`src/rtl/dram_sched_pkg.sv`:
```
// Shared types and helpers for the per-channel DRAM command scheduler.
// Field widths here are the channel-wide defaults for address, id, length and timing.
package dram_sched_pkg;

   localparam int CMD_TYPE_W    = 3;
   localparam int DRAM_BA_WIDTH = 2;
   localparam int DRAM_RA_WIDTH = 14;
   localparam int DRAM_CA_WIDTH = 10;
   localparam int AXI_ID_WIDTH  = 4;
   localparam int AXI_LEN_WIDTH = 8;
   localparam int T_RRD_WIDTH   = 4;
   localparam int T_CCD_WIDTH   = 4;
   localparam int T_WTR_WIDTH   = 4;
   localparam int T_RTW_WIDTH   = 4;

   localparam int RR_MAX   = 32;
   localparam int RR_IDX_W = 5;

   typedef enum logic [CMD_TYPE_W-1:0] {
      CMD_NOP = 3'd0,
      CMD_ACT = 3'd1,
      CMD_RD  = 3'd2,
      CMD_WR  = 3'd3,
      CMD_PRE = 3'd4,
      CMD_REF = 3'd5
   } cmd_type_e;

   typedef struct packed {
      logic                valid;
      logic [RR_IDX_W-1:0] idx;
   } rr_pick_t;

   // First set bit of req[n-1:0] searching upward from ptr+1, wrapping at n.
   function automatic rr_pick_t rr_pick(input logic [RR_MAX-1:0] req,
                                        input logic [RR_IDX_W-1:0] ptr,
                                        input int n);
      rr_pick_t res;
      int       j;
      res = '0;
      for (int i = 1; i <= RR_MAX; i++) begin
         if (i <= n) begin
            j = int'(ptr) + i;
            if (j >= n) j = j - n;
            if (!res.valid && req[j[RR_IDX_W-1:0]]) begin
               res.valid = 1'b1;
               res.idx   = j[RR_IDX_W-1:0];
            end
         end
      end
      return res;
   endfunction

endpackage

```
`src/rtl/dram_cmd_scheduler_rr_arb.sv`:
```
// Round-robin arbiter: combinational one-hot pick, pointer moves to the winner on adv.
module sched_rr_arb
   import dram_sched_pkg::*;
#(
   parameter int N  = 4,
   parameter int IW = (N > 1) ? $clog2(N) : 1
) (
   input  logic          clk,
   input  logic          rst,
   input  logic [N-1:0]  req,
   input  logic          adv,
   output logic [N-1:0]  gnt,
   output logic          valid,
   output logic [IW-1:0] idx
);

   logic [IW-1:0] ptr;
   rr_pick_t      pick;

   always_comb begin
      pick  = rr_pick(RR_MAX'(req), RR_IDX_W'(ptr), N);
      valid = pick.valid;
      idx   = IW'(pick.idx);
      for (int i = 0; i < N; i++) begin
         gnt[i] = pick.valid && (pick.idx == RR_IDX_W'(i));
      end
   end

   always_ff @(posedge clk) begin
      if (rst) begin
         ptr <= '0;
      end else if (adv) begin
         ptr <= idx;
      end
   end

endmodule

```
`src/rtl/dram_cmd_scheduler.sv`:
```
// Per-channel command arbiter: picks one ACT/RD/WR/PRE (or an all-bank REF) per cycle,
// enforces tRRD/tCCD/tWTR/tRTW between banks and registers the winner for the DFI encoder.
module dram_cmd_scheduler
   import dram_sched_pkg::*;
#(
   parameter int NUM_BANKS = 4,
   parameter int BA_W      = DRAM_BA_WIDTH
) (
   input  logic                               clk,
   input  logic                               rst,
   input  logic [NUM_BANKS-1:0]               act_req_i,
   input  logic [NUM_BANKS-1:0]               rd_req_i,
   input  logic [NUM_BANKS-1:0]               wr_req_i,
   input  logic [NUM_BANKS-1:0]               pre_req_i,
   input  logic [NUM_BANKS-1:0]               ref_req_i,
   input  logic [NUM_BANKS*DRAM_RA_WIDTH-1:0] ra_i,
   input  logic [NUM_BANKS*DRAM_CA_WIDTH-1:0] ca_i,
   input  logic [NUM_BANKS*AXI_ID_WIDTH-1:0]  id_i,
   input  logic [NUM_BANKS*AXI_LEN_WIDTH-1:0] len_i,
   output logic [NUM_BANKS-1:0]               act_gnt_o,
   output logic [NUM_BANKS-1:0]               rd_gnt_o,
   output logic [NUM_BANKS-1:0]               wr_gnt_o,
   output logic [NUM_BANKS-1:0]               pre_gnt_o,
   output logic [NUM_BANKS-1:0]               ref_gnt_o,
   input  logic [T_RRD_WIDTH-1:0]             t_rrd_m1,
   input  logic [T_CCD_WIDTH-1:0]             t_ccd_m1,
   input  logic [T_WTR_WIDTH-1:0]             t_wtr_m1,
   input  logic [T_RTW_WIDTH-1:0]             t_rtw_m1,
   output logic                               cmd_valid_o,
   output logic [CMD_TYPE_W-1:0]              cmd_type_o,
   output logic [BA_W-1:0]                    cmd_ba_o,
   output logic [DRAM_RA_WIDTH-1:0]           cmd_ra_o,
   output logic [DRAM_CA_WIDTH-1:0]           cmd_ca_o,
   output logic [AXI_ID_WIDTH-1:0]            cmd_id_o,
   output logic [AXI_LEN_WIDTH-1:0]           cmd_len_o
);

   localparam int RA_W  = DRAM_RA_WIDTH;
   localparam int CA_W  = DRAM_CA_WIDTH;
   localparam int ID_W  = AXI_ID_WIDTH;
   localparam int LEN_W = AXI_LEN_WIDTH;

   logic [T_RRD_WIDTH-1:0] rrd_cnt;
   logic [T_CCD_WIDTH-1:0] ccd_cnt;
   logic [T_WTR_WIDTH-1:0] wtr_cnt;
   logic [T_RTW_WIDTH-1:0] rtw_cnt;

   logic                 ref_all, ref_any, rd_ok, wr_ok, act_ok;
   logic [NUM_BANKS-1:0] cas_el, act_el, pre_el;
   logic [NUM_BANKS-1:0] cas_gnt, act_gnt, pre_gnt;
   logic                 cas_v, act_v, pre_v;
   logic                 cas_adv, act_adv, pre_adv;
   logic [BA_W-1:0]      cas_idx, act_idx, pre_idx, win_idx;
   cmd_type_e            nxt_type;
   logic                 issue;

   logic [RA_W-1:0]  sel_ra;
   logic [CA_W-1:0]  sel_ca;
   logic [ID_W-1:0]  sel_id;
   logic [LEN_W-1:0] sel_len;

   // A bank asserting both rd and wr is treated as a read; if the read is blocked the bank waits.
   always_comb begin
      ref_all = &ref_req_i;
      ref_any = |ref_req_i;
      rd_ok   = (ccd_cnt == '0) && (wtr_cnt == '0);
      wr_ok   = (ccd_cnt == '0) && (rtw_cnt == '0);
      act_ok  = (rrd_cnt == '0) && !ref_any;
      for (int b = 0; b < NUM_BANKS; b++) begin
         cas_el[b] = rd_req_i[b] ? rd_ok : (wr_req_i[b] && wr_ok);
      end
      act_el = act_req_i & {NUM_BANKS{act_ok}};
      pre_el = pre_req_i;
   end

   sched_rr_arb #(.N(NUM_BANKS)) u_cas_arb (
      .clk(clk), .rst(rst), .req(cas_el), .adv(cas_adv),
      .gnt(cas_gnt), .valid(cas_v), .idx(cas_idx)
   );

   sched_rr_arb #(.N(NUM_BANKS)) u_act_arb (
      .clk(clk), .rst(rst), .req(act_el), .adv(act_adv),
      .gnt(act_gnt), .valid(act_v), .idx(act_idx)
   );

   sched_rr_arb #(.N(NUM_BANKS)) u_pre_arb (
      .clk(clk), .rst(rst), .req(pre_el), .adv(pre_adv),
      .gnt(pre_gnt), .valid(pre_v), .idx(pre_idx)
   );

   always_comb begin
      act_gnt_o = '0;
      rd_gnt_o  = '0;
      wr_gnt_o  = '0;
      pre_gnt_o = '0;
      ref_gnt_o = '0;
      cas_adv   = 1'b0;
      act_adv   = 1'b0;
      pre_adv   = 1'b0;
      nxt_type  = CMD_NOP;
      win_idx   = '0;
      if (!rst) begin
         if (ref_all) begin
            ref_gnt_o = '1;
            nxt_type  = CMD_REF;
         end else if (cas_v) begin
            cas_adv = 1'b1;
            win_idx = cas_idx;
            if (rd_req_i[cas_idx]) begin
               rd_gnt_o = cas_gnt;
               nxt_type = CMD_RD;
            end else begin
               wr_gnt_o = cas_gnt;
               nxt_type = CMD_WR;
            end
         end else if (act_v) begin
            act_adv   = 1'b1;
            win_idx   = act_idx;
            act_gnt_o = act_gnt;
            nxt_type  = CMD_ACT;
         end else if (pre_v) begin
            pre_adv   = 1'b1;
            win_idx   = pre_idx;
            pre_gnt_o = pre_gnt;
            nxt_type  = CMD_PRE;
         end
      end
      issue = (nxt_type != CMD_NOP);
   end

   always_comb begin
      sel_ra  = '0;
      sel_ca  = '0;
      sel_id  = '0;
      sel_len = '0;
      for (int b = 0; b < NUM_BANKS; b++) begin
         if (win_idx == BA_W'(b)) begin
            sel_ra  = ra_i[b*RA_W +: RA_W];
            sel_ca  = ca_i[b*CA_W +: CA_W];
            sel_id  = id_i[b*ID_W +: ID_W];
            sel_len = len_i[b*LEN_W +: LEN_W];
         end
      end
   end

   always_ff @(posedge clk) begin
      if (rst) begin
         rrd_cnt <= '0;
         ccd_cnt <= '0;
         wtr_cnt <= '0;
         rtw_cnt <= '0;
      end else begin
         rrd_cnt <= (nxt_type == CMD_ACT) ? t_rrd_m1 :
                    (rrd_cnt == '0) ? '0 : rrd_cnt - 1'b1;
         ccd_cnt <= (nxt_type == CMD_RD || nxt_type == CMD_WR) ? t_ccd_m1 :
                    (ccd_cnt == '0) ? '0 : ccd_cnt - 1'b1;
         wtr_cnt <= (nxt_type == CMD_WR) ? t_wtr_m1 :
                    (wtr_cnt == '0) ? '0 : wtr_cnt - 1'b1;
         rtw_cnt <= (nxt_type == CMD_RD) ? t_rtw_m1 :
                    (rtw_cnt == '0) ? '0 : rtw_cnt - 1'b1;
      end
   end

   // REF carries no per-bank fields, so ra/ca/id/len keep the last real command's values.
   always_ff @(posedge clk) begin
      if (rst) begin
         cmd_valid_o <= 1'b0;
         cmd_type_o  <= CMD_NOP;
         cmd_ba_o    <= '0;
         cmd_ra_o    <= '0;
         cmd_ca_o    <= '0;
         cmd_id_o    <= '0;
         cmd_len_o   <= '0;
      end else begin
         cmd_valid_o <= issue;
         cmd_type_o  <= nxt_type;
         if (issue) begin
            cmd_ba_o <= win_idx;
            if (nxt_type != CMD_REF) begin
               cmd_ra_o  <= sel_ra;
               cmd_ca_o  <= sel_ca;
               cmd_id_o  <= sel_id;
               cmd_len_o <= sel_len;
            end
         end
      end
   end

endmodule

```
`config.mk`:
```
export PLATFORM = sky130hd
export DESIGN_NAME = dram_cmd_scheduler
export DESIGN_NICKNAME = d
export VERILOG_FILES = /design/src/rtl/dram_sched_pkg.sv /design/src/rtl/dram_cmd_scheduler_rr_arb.sv /design/src/rtl/dram_cmd_scheduler.sv
export SDC_FILE = /design/constraint.sdc
export NUM_CORES = 1
export LEC_CHECK = 0
export CORE_AREA = 2 2 113 115
export DETAILED_ROUTE_END_ITERATION = 6
export DIE_AREA = 0 0 115 117
export PLACE_DENSITY = 0.81
export SYNTH_ARGS = -nofsm -noshare
export SYNTH_HDL_FRONTEND = slang
export SYNTH_SLANG_ARGS = --single-unit
```
`constraint.sdc`:
```
create_clock -name clk -period 4.2 [get_ports clk]
set_input_delay 0.63 -clock clk [delete_from_list [all_inputs] [get_ports clk]]
set_output_delay 0.63 -clock clk [all_outputs]
set_load 0.02 [all_outputs]
```
=== Word-level counts from Yosys, hierarchy flattened ===
Cells that the tools add are included.

* Logic and storage cells: 255
* Bits in registers: 64

* Order comparisons: 25
* Equal/unequal tests: 16
* $add $sub $neg: 28
* Bitwise logic cells: 1
* Mux-type cells: 120
* Reductions and logical operators: 51

{| class="wikitable"
|+ Operator list
! operator !! number
|-
| $ge A32 B4 Y1 const B || 12
|-
| $mux W4 || 31
|-
| $lt A5 B6 Y1 const B || 12
|-
| $mux W6 || 12
|-
| $bmux W1 S5 || 12
|-
| $mux W5 || 12
|-
| $sub A5 B4 Y5 const B || 12
|-
| $mux W14 || 4
|-
| $mux W10 || 4
|-
| $mux W8 || 4
|-
| $eq A5 B2 Y1 const B || 6
|-
| $mux W1 || 30
|-
| $logic_and A1 B1 Y1 || 28
|-
| $add A2 B2 Y3 const B || 6
|-
| $logic_not A4 Y1 || 4
|-
| $sub A4 B1 Y4 const B || 4
|-
| $eq A5 B1 Y1 const B || 3
|-
| $logic_not A5 Y1 || 3
|-
| $mux W3 || 5
|-
| $add A2 B3 Y4 const B || 3
|-
| $logic_not A1 Y1 || 10
|-
| $mux W2 || 5
|-
| $add A2 B1 Y3 const B || 3
|-
| $eq A3 B2 Y1 const B || 2
|-
| other kinds (13) || 14
|}

=== Longest topological paths before layout ===
* Depth in word-level cells: 25
* Mapped depth: 14

=== By module ===
A second synthesis with hierarchy kept.

* Cell total of the unflattened synthesis: 554
* Area, all modules: 4837.1 um2

{| class="wikitable"
|+ By module, submodules not included
! module !! area an instance (um2) !! cells an instance !! instances
|-
| dram_cmd_scheduler || 3407.0 || 380 || 1
|-
| sched_rr_arb || 476.7 || 58 || 3
|}

=== Worst setup path after synthesis ===
Ideal clock, no wire load.

* Kind: flip-flop to output port
* Start: register ccd_cnt[1]
* End: output port wr_gnt_o[1]
* Cell stages (with the launch flop): 9
* Slack: 0.769 ns
* Data required time: 3.570 ns
* Data arrival time: 2.801 ns
* Path buffers: 1
* Cell sequence: dfxtp_1 -> nor4_4 -> nand2_1 -> o22a_1 -> o22ai_2 -> a21oi_1 -> o2bb2ai_4 -> clkbuf_1 -> nor3b_1

* Cells in the longest elaborated chain, start to end: 22

{| class="wikitable"
|+ RTL lines
! element !! RTL line !! text
|-
| start: declaration || dram_cmd_scheduler.sv:44 || <nowiki>logic [T_CCD_WIDTH-1:0] ccd_cnt;</nowiki>
|-
| start signal: assignment || dram_cmd_scheduler.sv:155 || <nowiki>ccd_cnt <= (nxt_type == CMD_RD || nxt_type == CMD_WR) ? t_ccd_m1 :</nowiki>
|-
| $logic_not A4 Y1 * || dram_cmd_scheduler.sv:66, dram_cmd_scheduler.sv:67 ||
|-
| $logic_and A1 B1 Y1 || dram_cmd_scheduler.sv:67 || <nowiki>wr_ok = (ccd_cnt == '0) && (rtw_cnt == '0);</nowiki>
|-
| $logic_and A1 B1 Y1 || dram_cmd_scheduler.sv:70 || <nowiki>cas_el[b] = rd_req_i[b] ? rd_ok : (wr_req_i[b] && wr_ok);</nowiki>
|-
| $mux W1 || dram_cmd_scheduler.sv:70 ||
|-
| $bmux W1 S5 || dram_sched_pkg.sv:44 || <nowiki>if (!res.valid && req[j[RR_IDX_W-1:0]]) begin</nowiki>
|-
| $mux W1 (implied by the code) || dram_sched_pkg.sv:44 ||
|-
| $mux W6 || dram_sched_pkg.sv:44 ||
|-
| $logic_not A1 Y1 || dram_sched_pkg.sv:44 ||
|-
| (+6 left out) || n/a ||
|-
| $logic_and A1 B1 Y1 || dram_sched_pkg.sv:44 ||
|-
| $mux W6 * || dram_sched_pkg.sv:44 ||
|-
| $bmux W1 S2 / $eq A5 B1 Y1 (equally long branches) || dram_cmd_scheduler.sv:109, dram_cmd_scheduler_rr_arb.sv:25 ||
|-
| $mux W1 (implied by the code) / $logic_and A1 B1 Y1 (equally long branches) || dram_cmd_scheduler.sv:109, dram_cmd_scheduler_rr_arb.sv:25 ||
|-
| $mux W4 || dram_cmd_scheduler.sv:109 || <nowiki>if (rd_req_i[cas_idx]) begin</nowiki>
|-
| $mux W4 * || dram_cmd_scheduler.sv:106 || <nowiki>end else if (cas_v) begin</nowiki>
|-
| $mux W4 * || dram_cmd_scheduler.sv:103 || <nowiki>if (ref_all) begin</nowiki>
|-
| $mux W4 * || dram_cmd_scheduler.sv:102 || <nowiki>if (!rst) begin</nowiki>
|-
| end: declaration || dram_cmd_scheduler.sv:22 || <nowiki>output logic [NUM_BANKS-1:0] wr_gnt_o,</nowiki>
|}

Every way passes the cells marked *; elsewhere a longest branch is shown, timed or not. The select of a mux whose other input is x is not followed.

=== Final worst setup path ===
* Start: input port rd_req_i[0]
* End: output port act_gnt_o[3]

* Cells in the longest elaborated chain, start to end: 16

{| class="wikitable"
|+ RTL lines
! element !! RTL line !! text
|-
| start: declaration || dram_cmd_scheduler.sv:12 || <nowiki>input logic [NUM_BANKS-1:0] rd_req_i,</nowiki>
|-
| $mux W1 * || dram_cmd_scheduler.sv:70 ||
|-
| $bmux W1 S5 || dram_sched_pkg.sv:44 ||
|-
| $mux W1 (implied by the code) || dram_sched_pkg.sv:44 ||
|-
| $mux W6 || dram_sched_pkg.sv:44 ||
|-
| $logic_not A1 Y1 || dram_sched_pkg.sv:44 ||
|-
| $logic_and A1 B1 Y1 || dram_sched_pkg.sv:44 ||
|-
| $mux W6 || dram_sched_pkg.sv:44 ||
|-
| $logic_not A1 Y1 || dram_sched_pkg.sv:44 ||
|-
| $logic_and A1 B1 Y1 || dram_sched_pkg.sv:44 ||
|-
| $mux W6 || dram_sched_pkg.sv:44 ||
|-
| $logic_not A1 Y1 || dram_sched_pkg.sv:44 ||
|-
| $logic_and A1 B1 Y1 || dram_sched_pkg.sv:44 ||
|-
| $mux W6 * || dram_sched_pkg.sv:44 ||
|-
| $mux W4 * || dram_cmd_scheduler.sv:106 ||
|-
| $mux W4 * || dram_cmd_scheduler.sv:103 ||
|-
| $mux W4 * || dram_cmd_scheduler.sv:102 ||
|-
| end: declaration || dram_cmd_scheduler.sv:20 || <nowiki>output logic [NUM_BANKS-1:0] act_gnt_o,</nowiki>
|}

Marked as above.

==> metrics.md <==
| Metric | Value |
|---|---|
| Status | finished clean |
| Leading area contributor after synthesis | dfxtp_1 |
| Worst vdd ir | 0.555 mV |
| Die Y | roughly 120 um |
| Max-slew violation count | 0 |
| P&R area growth vs syn | 60.8% |
| Placed wire-length estimate | 14.0 mm |
| Vias per cell | between 5 and 6 |
| Total GRT Usage | 27.1% |
| Core area | between 10000 and 15000 sq um |
| Final period utilization | a little over nine tenths |
| Commonest non-fill, non-tap cell in the layout | clkdlybuf4s50_1 |
| Syn avg cell area | 7.61 sq um |
| Area share of the largest cell type after synthesis | about a quarter |
| Post-DRT Antenna Nets | 0 |
| Crit path launch type | primary input |
| Critical path peak fanout | 5 |
| Seq cells post-synth | 64 |
| Crit-path max cell delay | 610 ps |
| Most used cell, CP | clkdlybuf4s50_1 |
| Cells along the critical path | clkdlybuf4s50_1, buf_4, a22oi_2, o22ai_1, a221o_1, a21oi_2, and3_1, nand2b_1, nor2b_1, clkdlybuf4s50_1 |
| Int Power | 3.69 mW |
| Diodes inserted | 0 |
| Vias post-DR | 6187 |
| Final layout net count | 1103 |
| Final Hold Fails | 0 |
| Sw Share | 48.9% |
| CP required | 3570 ps |
| Most frequent cells in the layout | 238 x clkdlybuf4s50_1, 85 x nor3_1, 79 x nor2_1 |
| Die X | 115 um |
| Setup TNS | 0 ps |
| Worst min path class | flop to flop |
| EDFF count, synth | 0 |
| DR pass1 iterations | 5 |
| Util after Layout | 65.9% |
| Max-Cap Viols | 0 |
| Crit Path Category | primary input to output port |
| P_sw | between 3 and 4 mW |
| RSZ-0062 raised after global routing | yes |
| 1st-iter DRT viols | approximately 490 |
| Post-Syn Area | 5040 sq um |
| Net Count, Synth | 858 |
| Initial antenna violation count | 0 |
| Yosys cell types | just under 70 |
| CTS clk-pin slew, worst paths | 50 ps |
| Die ar. | 13500 sq um |
| Vias in the first global route | 5700 |
| Synthesized instance count | around 660 |
| Clock network fraction of design power | 9.8% |
| Minimum clock period | 4010 ps |
| Sequential area share after synthesis | 25.4% |
| Slew HR | 24.0% |
| Post-route DRC | 0 |
| Top cells by area, synth | dfxtp_1 25%, nor3_1 8.5%, a211o_1 6.6% |
| GPL Wtd Cong | 0.938 |
| Largest net degree at the start of global routing | 38 |
| Asr flop ratio synth | 0% |
| Layout cells sized above 1 | 10.3% |
| Worst setup EP type | output port |
| Initial core utilization | roughly two fifths |
| Top delay family on crit path | buffers and inverters |
| Pwr Density | 889 nW/um^2 |
| Worst-case clock buffer depth | 2 |
| Final instance area | 8110 sq um |
| PnR Total Power | ~7 mW |
| Synth Flop Type | dfxtp_1 |
| Worst slew pin tran | roughly 1100 ps |
| First-pass GRT wire length | about 29 mm |
| Drt total wl | 19.3 mm |
| Grt total ovfl | 0 |
| Final setup vio count | 0 |
| Worst Skew | 6.12 ps |
| I/O pin count | 244 |
| Clock latency on the worst-skew pair | ~340 ps |
| CTS Sinks | between 60 and 70 |
| Comb pwr share | between 70% and 80% |
| Synthesis Warnings | 0 |
| Critical Path AT | roughly 3400 ps |
| Buf/Inv on CP | 3 |
| DP Area | 7790 sq um |
| PortBufs | 243 |
| Seq pwr share | between 10% and 20% |
| Rows | 41 |
| Crit-path slowest cell | clkdlybuf4s50_1 |
| CTS tree | yes |
| Fill cells | about 1100 |
| CTS buffer count | 9 |
| # hold bufs at CTS | 0 |
| Fmax achieved | ~250 MHz |
| H-Tree Level Count | 3 |
| Pleak | 3.35 nW |
| Wirelength per Cell | 18.2 um |
| Cell at the root of the clock tree | clkbuf_16 |
worst min-delay path: cells and delay by family (launching register included):
| kind | cells | cell delay, ps |
|---|---|---|
| flip-flops | 1 | 310 |
| AO/OA/AOI/OAI | 1 | 50 |
| AND/OR/NAND/NOR | 1 | 50 |
per-stage QoR:
step	cells	hold WS [ps]	worst slack, ps
final	1062	462	195
after global routing	1062	480	-34.9
after CTS	1061	466	49.0
after detailed placement	1046	459	81.3
after global placement	1046	442	106
after floorplan	663	472	769
registers in the layout, summed over array words and instances, names as in the netlist:
name	cells
cmd_valid_o	1
u_pre_arb.ptr	2
cmd_id_o	4
u_cas_arb.ptr	2
cmd_ba_o	2
ccd_cnt	4
cmd_ra_o	14
rrd_cnt	4
wtr_cnt	4
cmd_len_o	8
rtw_cnt	4
cmd_ca_o	10
cmd_type_o	3
u_act_arb.ptr	2
layer usage:
layer	part of all wire (%)	track usage (%)
met5	0	0
met4	2.9	10.7
met3	7.7	5.25
met1	41	34.7
met2	48	45.4
power groups by stage:
stage | clock network [mW] | registers [mW] | logic (mW)
6_report | 0.709 | 1.04 | 5.46
3_3_place_gp | 0 | 1.04 | 5.28
5_1_grt | 0.743 | 1.07 | 5.93
3_5_place_dp | 0 | 1.05 | 5.34
4_1_cts | 0.717 | 1.04 | 5.38
2_1_floorplan | 0 | 1.25 | 3.44
synth_stat cells (4+ instances only):
cell,number
nor3_1,86
nor2_1,80
nand2_1,67
dfxtp_1,64
a211oi_1,40
o22ai_1,40
a211o_1,38
buf_2,22
a21oi_1,21
clkbuf_1,18
o21ai_0,16
ha_1,13
inv_1,12
and3_1,11
mux2i_1,9
nand3_1,9
mux2_2,7
or3_1,7
a221oi_1,6
nor2b_1,6
a22oi_2,5
nor3b_1,5
nand2b_1,4
layout make-up:
type                       instances  area (sq um)  area share, %
clock buffer                      12           256           3.16
sequential                        64          1280           15.8
tap                              150           188           2.31
inverter                          12          45.0          0.555
clock inverter                     3          17.5          0.216
timing repair buffer             278          2750           33.8
multi-input combinational        543          3580           44.1
final timing paths:
check	start	end	slack, ps	cells past startpoint
min reg2reg	cmd_ba_o[1]	cmd_ba_o[1]	460	2
max reg2reg	ccd_cnt[2]	cmd_len_o[6]	510	9
max	rd_req_i[0]	act_gnt_o[3]	190	10
min	cmd_ba_o[1]	cmd_ba_o[1]	460	2
kinds of logic (layout without fill, tap and decap cells):
family | Yosys count | in the layout | share of synthesized area (%)
buf+inv | 56 | 305 | 4.94
mux | 23 | 23 | 5.36
fa+ha+maj | 13 | 13 | 3.22
flops | 64 | 64 | 25.4
simple gates | 300 | 300 | 29.5
compound gates | 205 | 205 | 31.2
xor+xnor | 2 | 2 | 0.347
what timing repair did:
action | CTS | global route
pin swaps | 0 | 3
cloned | 0 | 0
endpoints found under the setup margin | 1 | 13
endpoints found under the hold margin | 0 | 0
setup buffers | 0 | 1
gates resized for setup | 1 | 10
Power figures use the tool's default switching activity.
